$ cat src/rtl/pwm_clk_pkg.sv
// Shared clocking/reset types and defaults for the PWM clock domain.
// Holds the lock-FSM encoding and the counter sizing helper.
package pwm_clk_pkg;

    localparam int STATE_W = 2;

    typedef enum logic [STATE_W-1:0] {
        WAIT_LOCK = 2'd0,
        STABLE    = 2'd1,
        HOLD      = 2'd2,
        RUN       = 2'd3
    } lock_state_e;

    localparam int DEF_LOCK_STABLE_CYCLES = 1024;
    localparam int DEF_RST_HOLD_CYCLES    = 16;
    localparam int DEF_TICK_DIV           = 12;
    localparam int DEF_LOST_CNT_W         = 8;

    // Width to hold 0..n-1, never narrower than one bit.
    function automatic int cnt_w(input int n);
        return (n > 1) ? $clog2(n) : 1;
    endfunction

endpackage

$ cat src/rtl/sync_2ff.sv
// Multi-stage flop synchronizer with synchronous active-low reset.
// Used for PLL lock and, later, the PWM external inputs.
module sync_2ff #(
    parameter int STAGES = 2,
    parameter int WIDTH  = 1
) (
    input  logic             clk_i,
    input  logic             rst_ni,
    input  logic [WIDTH-1:0] d_i,
    output logic [WIDTH-1:0] q_o
);

    logic [STAGES-1:0][WIDTH-1:0] sync_q;

    always_ff @(posedge clk_i) begin
        if (!rst_ni) begin
            sync_q <= '0;
        end else begin
            sync_q[0] <= d_i;
            for (int i = 1; i < STAGES; i++) begin
                sync_q[i] <= sync_q[i-1];
            end
        end
    end

    assign q_o = sync_q[STAGES-1];

endmodule

$ cat src/rtl/pll_lock_reset_gen.sv
// Qualifies PLL lock into a clean system reset, a divided tick enable
// and sticky/counted loss-of-lock reporting.
module pll_lock_reset_gen
    import pwm_clk_pkg::*;
#(
    parameter int LOCK_STABLE_CYCLES = DEF_LOCK_STABLE_CYCLES,
    parameter int RST_HOLD_CYCLES    = DEF_RST_HOLD_CYCLES,
    parameter int TICK_DIV           = DEF_TICK_DIV,
    parameter int LOST_CNT_W         = DEF_LOST_CNT_W
) (
    input  logic                  clk,
    input  logic                  rst_n,
    input  logic                  pll_lock,
    input  logic                  clr_lost,
    output logic                  sys_rst_n,
    output logic                  locked,
    output logic                  tick,
    output logic                  lock_lost,
    output logic [LOST_CNT_W-1:0] lost_count,
    output logic [STATE_W-1:0]    state_o
);

    localparam int SW = cnt_w(LOCK_STABLE_CYCLES);
    localparam int HW = cnt_w(RST_HOLD_CYCLES);
    localparam int PW = cnt_w(TICK_DIV);

    localparam logic [SW-1:0] STAB_MAX  = SW'(LOCK_STABLE_CYCLES - 1);
    localparam logic [HW-1:0] HOLD_MAX  = HW'(RST_HOLD_CYCLES - 1);
    localparam logic [PW-1:0] PRESC_MAX = PW'(TICK_DIV - 1);

    lock_state_e           state_q, state_d;
    logic [SW-1:0]         stab_q, stab_d;
    logic [HW-1:0]         hold_q, hold_d;
    logic [PW-1:0]         presc_q, presc_d;
    logic                  srst_q, srst_d;
    logic                  locked_q, locked_d;
    logic                  tick_q, tick_d;
    logic                  lost_q, lost_d;
    logic [LOST_CNT_W-1:0] cnt_q, cnt_d;
    logic [LOST_CNT_W-1:0] cnt_base;
    logic                  lock_s;
    logic                  loss;

    sync_2ff #(
        .STAGES(2),
        .WIDTH (1)
    ) u_lock_sync (
        .clk_i (clk),
        .rst_ni(rst_n),
        .d_i   (pll_lock),
        .q_o   (lock_s)
    );

    always_comb begin
        state_d = state_q;
        stab_d  = '0;
        hold_d  = '0;
        presc_d = '0;
        unique case (state_q)
            WAIT_LOCK: begin
                if (lock_s) state_d = STABLE;
            end
            STABLE: begin
                if (!lock_s)                state_d = WAIT_LOCK;
                else if (stab_q == STAB_MAX) state_d = HOLD;
                else                         stab_d  = stab_q + 1'b1;
            end
            HOLD: begin
                if (!lock_s)                state_d = WAIT_LOCK;
                else if (hold_q == HOLD_MAX) state_d = RUN;
                else                         hold_d  = hold_q + 1'b1;
            end
            RUN: begin
                if (!lock_s)                  state_d = WAIT_LOCK;
                else if (presc_q != PRESC_MAX) presc_d = presc_q + 1'b1;
            end
            default: state_d = WAIT_LOCK;
        endcase
    end

    // A loss coinciding with a clear counts as the first event after it.
    always_comb begin
        loss     = (state_q == RUN) && !lock_s;
        cnt_base = clr_lost ? '0 : cnt_q;
        lost_d   = clr_lost ? 1'b0 : lost_q;
        cnt_d    = cnt_base;
        if (loss) begin
            lost_d = 1'b1;
            cnt_d  = (&cnt_base) ? cnt_base : cnt_base + 1'b1;
        end
        srst_d   = (state_d == RUN);
        locked_d = (state_d == RUN);
        tick_d   = (state_q == RUN) && (state_d == RUN)
                   && (presc_q == PRESC_MAX);
    end

    always_ff @(posedge clk) begin
        if (!rst_n) begin
            state_q  <= WAIT_LOCK;
            stab_q   <= '0;
            hold_q   <= '0;
            presc_q  <= '0;
            srst_q   <= 1'b0;
            locked_q <= 1'b0;
            tick_q   <= 1'b0;
            lost_q   <= 1'b0;
            cnt_q    <= '0;
        end else begin
            state_q  <= state_d;
            stab_q   <= stab_d;
            hold_q   <= hold_d;
            presc_q  <= presc_d;
            srst_q   <= srst_d;
            locked_q <= locked_d;
            tick_q   <= tick_d;
            lost_q   <= lost_d;
            cnt_q    <= cnt_d;
        end
    end

    assign sys_rst_n  = srst_q;
    assign locked     = locked_q;
    assign tick       = tick_q;
    assign lock_lost  = lost_q;
    assign lost_count = cnt_q;
    assign state_o    = state_q;

endmodule

$ cat config.mk
export PLATFORM = sky130hd
export DESIGN_NAME = pll_lock_reset_gen
export DESIGN_NICKNAME = d
export VERILOG_FILES = /design/src/rtl/pwm_clk_pkg.sv /design/src/rtl/sync_2ff.sv /design/src/rtl/pll_lock_reset_gen.sv
export SDC_FILE = /design/constraint.sdc
export NUM_CORES = 1
export LEC_CHECK = 0
export ABC_AREA = 1
export BUFFER_PORTS_ARGS = -buffer_cell sky130_fd_sc_hd__clkbuf_2
export CORE_ASPECT_RATIO = 0.9
export CORE_MARGIN = 4
export CORE_UTILIZATION = 28
export CTS_BUF_LIST = sky130_fd_sc_hd__clkbuf_4
export CTS_CLUSTER_SIZE = 10
export DETAILED_ROUTE_END_ITERATION = 10
export PLACE_DENSITY = 0.55
export REMOVE_ABC_BUFFERS = 1
export SLEW_MARGIN = 0
export SYNTH_ARGS = -nofsm -noshare
export SYNTH_HDL_FRONTEND = slang
export SYNTH_SLANG_ARGS = --single-unit
$ cat constraint.sdc
create_clock -name clk -period 3.67 [get_ports clk]
set_clock_uncertainty 0.1 [all_clocks]
set_input_delay 0 -clock clk [delete_from_list [all_inputs] [get_ports clk]]
set_output_delay 0 -clock clk [all_outputs]
set_load 0.02 [all_outputs]
==> results.json <==
{
  "status": "completed",
  "r2r_start": "lost_count[1]$_SDFF_PN0_",
  "cts_sinks": 33,
  "synth_xor_area_frac": 0.0385,
  "critPathCaptureType": "register",
  "p_leak_nw": 0.824,
  "slew_violations": 0,
  "vias": 1297,
  "firstDrtPassIters": 4,
  "avgRoutedWirePerCell_um": 9.52,
  "grt.total_usage": 0.0952,
  "synthesis.area_um2": 1590,
  "slowest_delay_ns": 0.53,
  "synth.distinct_cells": 30,
  "path_depth": 13,
  "hpwl_mm": 2.15,
  "ctsResizeCount": 0,
  "synth_compound_area_frac": 0.0535,
  "p_total_uw": 724,
  "drt_wl_total_mm": 2.90,
  "critPathSlowestCell": "dlygate4sd3_1",
  "layout_commonest_cell": "nand2_1",
  "crit_family": "buffers and inverters",
  "finalInstanceArea_um2": 1890,
  "antennaDiodeCount": 0,
  "fin_crit_sh": 0.472,
  "crit_chain": "dlygate4sd3_1 > clkbuf_2 > inv_4 > nand2_1 > inv_1 > ha_1 > nand2_1 > nor2_8 > nand3_4 > nand2_2 > nand2_1 > nand2_1 > nor2_1",
  "synth_area_leader_cell": "dfxtp_1",
  "crit_top_cell": "nand2_1",
  "cts_hold_buffers": 4,
  "clk_path_buf_depth": 2,
  "grt_pass1_wl_mm": 5.16,
  "core_area_um2": 5380,
  "drive_above_1_share": 0.202,
  "synthCells": 211,
  "hold_viol_final": 0,
  "cap_violations": 0,
  "muxShareOfSynthArea": 0,
  "totalNegativeSetupSlack_ns": 0,
  "tritoncts": "built",
  "critPathLaunchType": "input pin",
  "placed_cells": 293,
  "slew_headroom": 0.791,
  "required_ns": 3.83,
  "critPathKind": "input pin to register",
  "fmax_ghz": 0.577,
  "clk_pin_slew_worst_paths_ns": 0.11,
  "syn_area_per_cell_um2": 7.54,
  "yosysSeqAreaShare": 0.415,
  "startpoint": "clr_lost",
  "portBuffers": 17,
  "vdd_ir_drop_max_uv": 201,
  "drc": 0,
  "worstPathMaxFanout": 8,
  "timing.rr.end": "lost_count[0]$_SDFF_PN0_",
  "hold_class": "register to register",
  "synth-seq-cells": 33,
  "post_cts.repair.setup_buffers": 0,
  "initial_core_util": 0.296,
  "r2r_setup_slack_ns": 2.06,
  "post-route-min-period_ns": 1.73,
  "ios": 18,
  "yosys.area_share.simple": 0.374,
  "synthAdderAreaFrac": 0.0314,
  "grt_pass1_vias": 1207,
  "synth_ff_type": "dfxtp_1",
  "rr_worst_depth": 10,
  "crit_buf_inv": 4,
  "drt_iter0_markers": 35,
  "ys_warn_count": 0,
  "cts-root-buf": "clkbuf_4",
  "synth_top_family_by_area": "simple AND/OR/NAND/NOR gates",
  "async_flop_share": 0,
  "gp_congestion": 0.777,
  "die_height_um": 79.5,
  "postLayoutCoreUtil": 0.351,
  "rows": 25,
  "cts_buffers": 5,
  "synth_top_area_share": 0.415,
  "place_area_um2": 1750,
  "antenna_left": 0,
  "worst_pin_slew_ns": 0.313,
  "stdcell_count": 305,
  "fillers": 595,
  "htreeDepth": 2,
  "setup_viol": 0,
  "final_cell_mix": "nand2_1 (44), dfxtp_1 (33), nor2_1 (32)",
  "synth-edff-count": 0,
  "areaGrowthSynthToFinish_pct": 18.8,
  "ys_top_cells_by_area": "dfxtp_1 (42%), nand2_1 (10%), nor2_1 (7.5%)",
  "rsz0062_at_grt": "false",
  "vias_per_cell": 4.25,
  "antenna_found_initial": 0,
  "nNetsFinal": 245,
  "insertion_delay_ns": 0.34,
  "p_per_area_nw_per_um2": 383,
  "dieArea_um2": 6960,
  "grt_max_degree": 14,
  "critPathCapture": "lost_count[0]$_SDFF_PN0_",
  "grt-ovfl-total": 0,
  "worst-endpoint-arrival_ns": 1.89,
  "die_w_um": 87.5
}
## worst min-delay path: stages (launching register included)
cell and delay, ns:
dfxtp_1 0.31, nand2_1 0.06, inv_1 0.03
## worst min path at each step
stage / start / to / cells past startpoint
4_1_cts: u_lock_sync.sync_q[0]$_SDFF_PN0_ / u_lock_sync.q_o$_SDFF_PN0_ / 2
6_report: u_lock_sync.sync_q[0]$_SDFF_PN0_ / u_lock_sync.q_o$_SDFF_PN0_ / 2
2_1_floorplan: rst_n / u_lock_sync.q_o$_SDFF_PN0_ / 2
3_3_place_gp: pll_lock / u_lock_sync.sync_q[0]$_SDFF_PN0_ / 3
3_5_place_dp: pll_lock / u_lock_sync.sync_q[0]$_SDFF_PN0_ / 3
5_1_grt: u_lock_sync.sync_q[0]$_SDFF_PN0_ / u_lock_sync.q_o$_SDFF_PN0_ / 2
## registers in the layout, summed over array words and instances (netlist names)
signal,flops
presc_q,4
hold_q,4
stab_q,10
u_lock_sync.q_o,1
lost_count,8
tick,1
u_lock_sync.sync_q,1
lock_lost,1
state_o,2
locked,1
## report_power, final
part | internal, mW | leakage, nW | switching (mW)
logic | 0.00682 | 0.503 | 0.0123
registers | 0.360 | 0.266 | 0.00150
clock network | 0.211 | 0.0552 | 0.133
total | 0.577 | 0.824 | 0.146
## synth_stat cells, types with 2 or more instances
cell,number
a21oi_1,9
a21oi_2,2
dfxtp_1,33
ha_1,4
inv_1,29
inv_2,3
nand2_1,44
nand2_2,2
nand2_4,3
nand3_1,15
nand3_4,2
nand4_1,5
nor2_1,32
nor2_2,2
nor2_4,3
nor4_1,2
o21ai_1,2
or2_2,2
xnor2_1,3
xor2_1,4
## logic make-up after synthesis
kind of cell,count (synthesis)
buffers and inverters,35
and+or+nand+nor,117
AOI/OAI and AO/OA,15
DFF,33
xor gates and xnor gates,7
adders and majority gates,4
## final cells by class
type,count,area (µm²),area share
Clock buffer,5,37.5,0.0199
Clock inverter,3,65.1,0.0344
Inverter,33,126,0.0668
Multi-Input combinational cell,143,792,0.419
Sequential cell,33,661,0.349
Tap cell,67,83.8,0.0443
Timing Repair Buffer,21,125,0.0662
## through the flow
step | setup WS (ns) | hold slack [ns]
floorplan | 2.05 | -0.00655
finish | 1.94 | 0.321
detailed placement | 2.07 | 0.0893
global route | 1.76 | 0.353
CTS | 1.95 | 0.327
global placement | 2.11 | 0.0891
## layer usage
metal  vias up  part of all wire  wire, µm  global-route usage
met4         0             0.025        74              0.0552
met2        20              0.43      1230               0.145
met3         8             0.057       166              0.0351
met1       562              0.49      1430               0.114
met5         -                 0         0                   0
li1        707                 -         -                   -
Note: power is estimated with default switching activity, not from simulation.
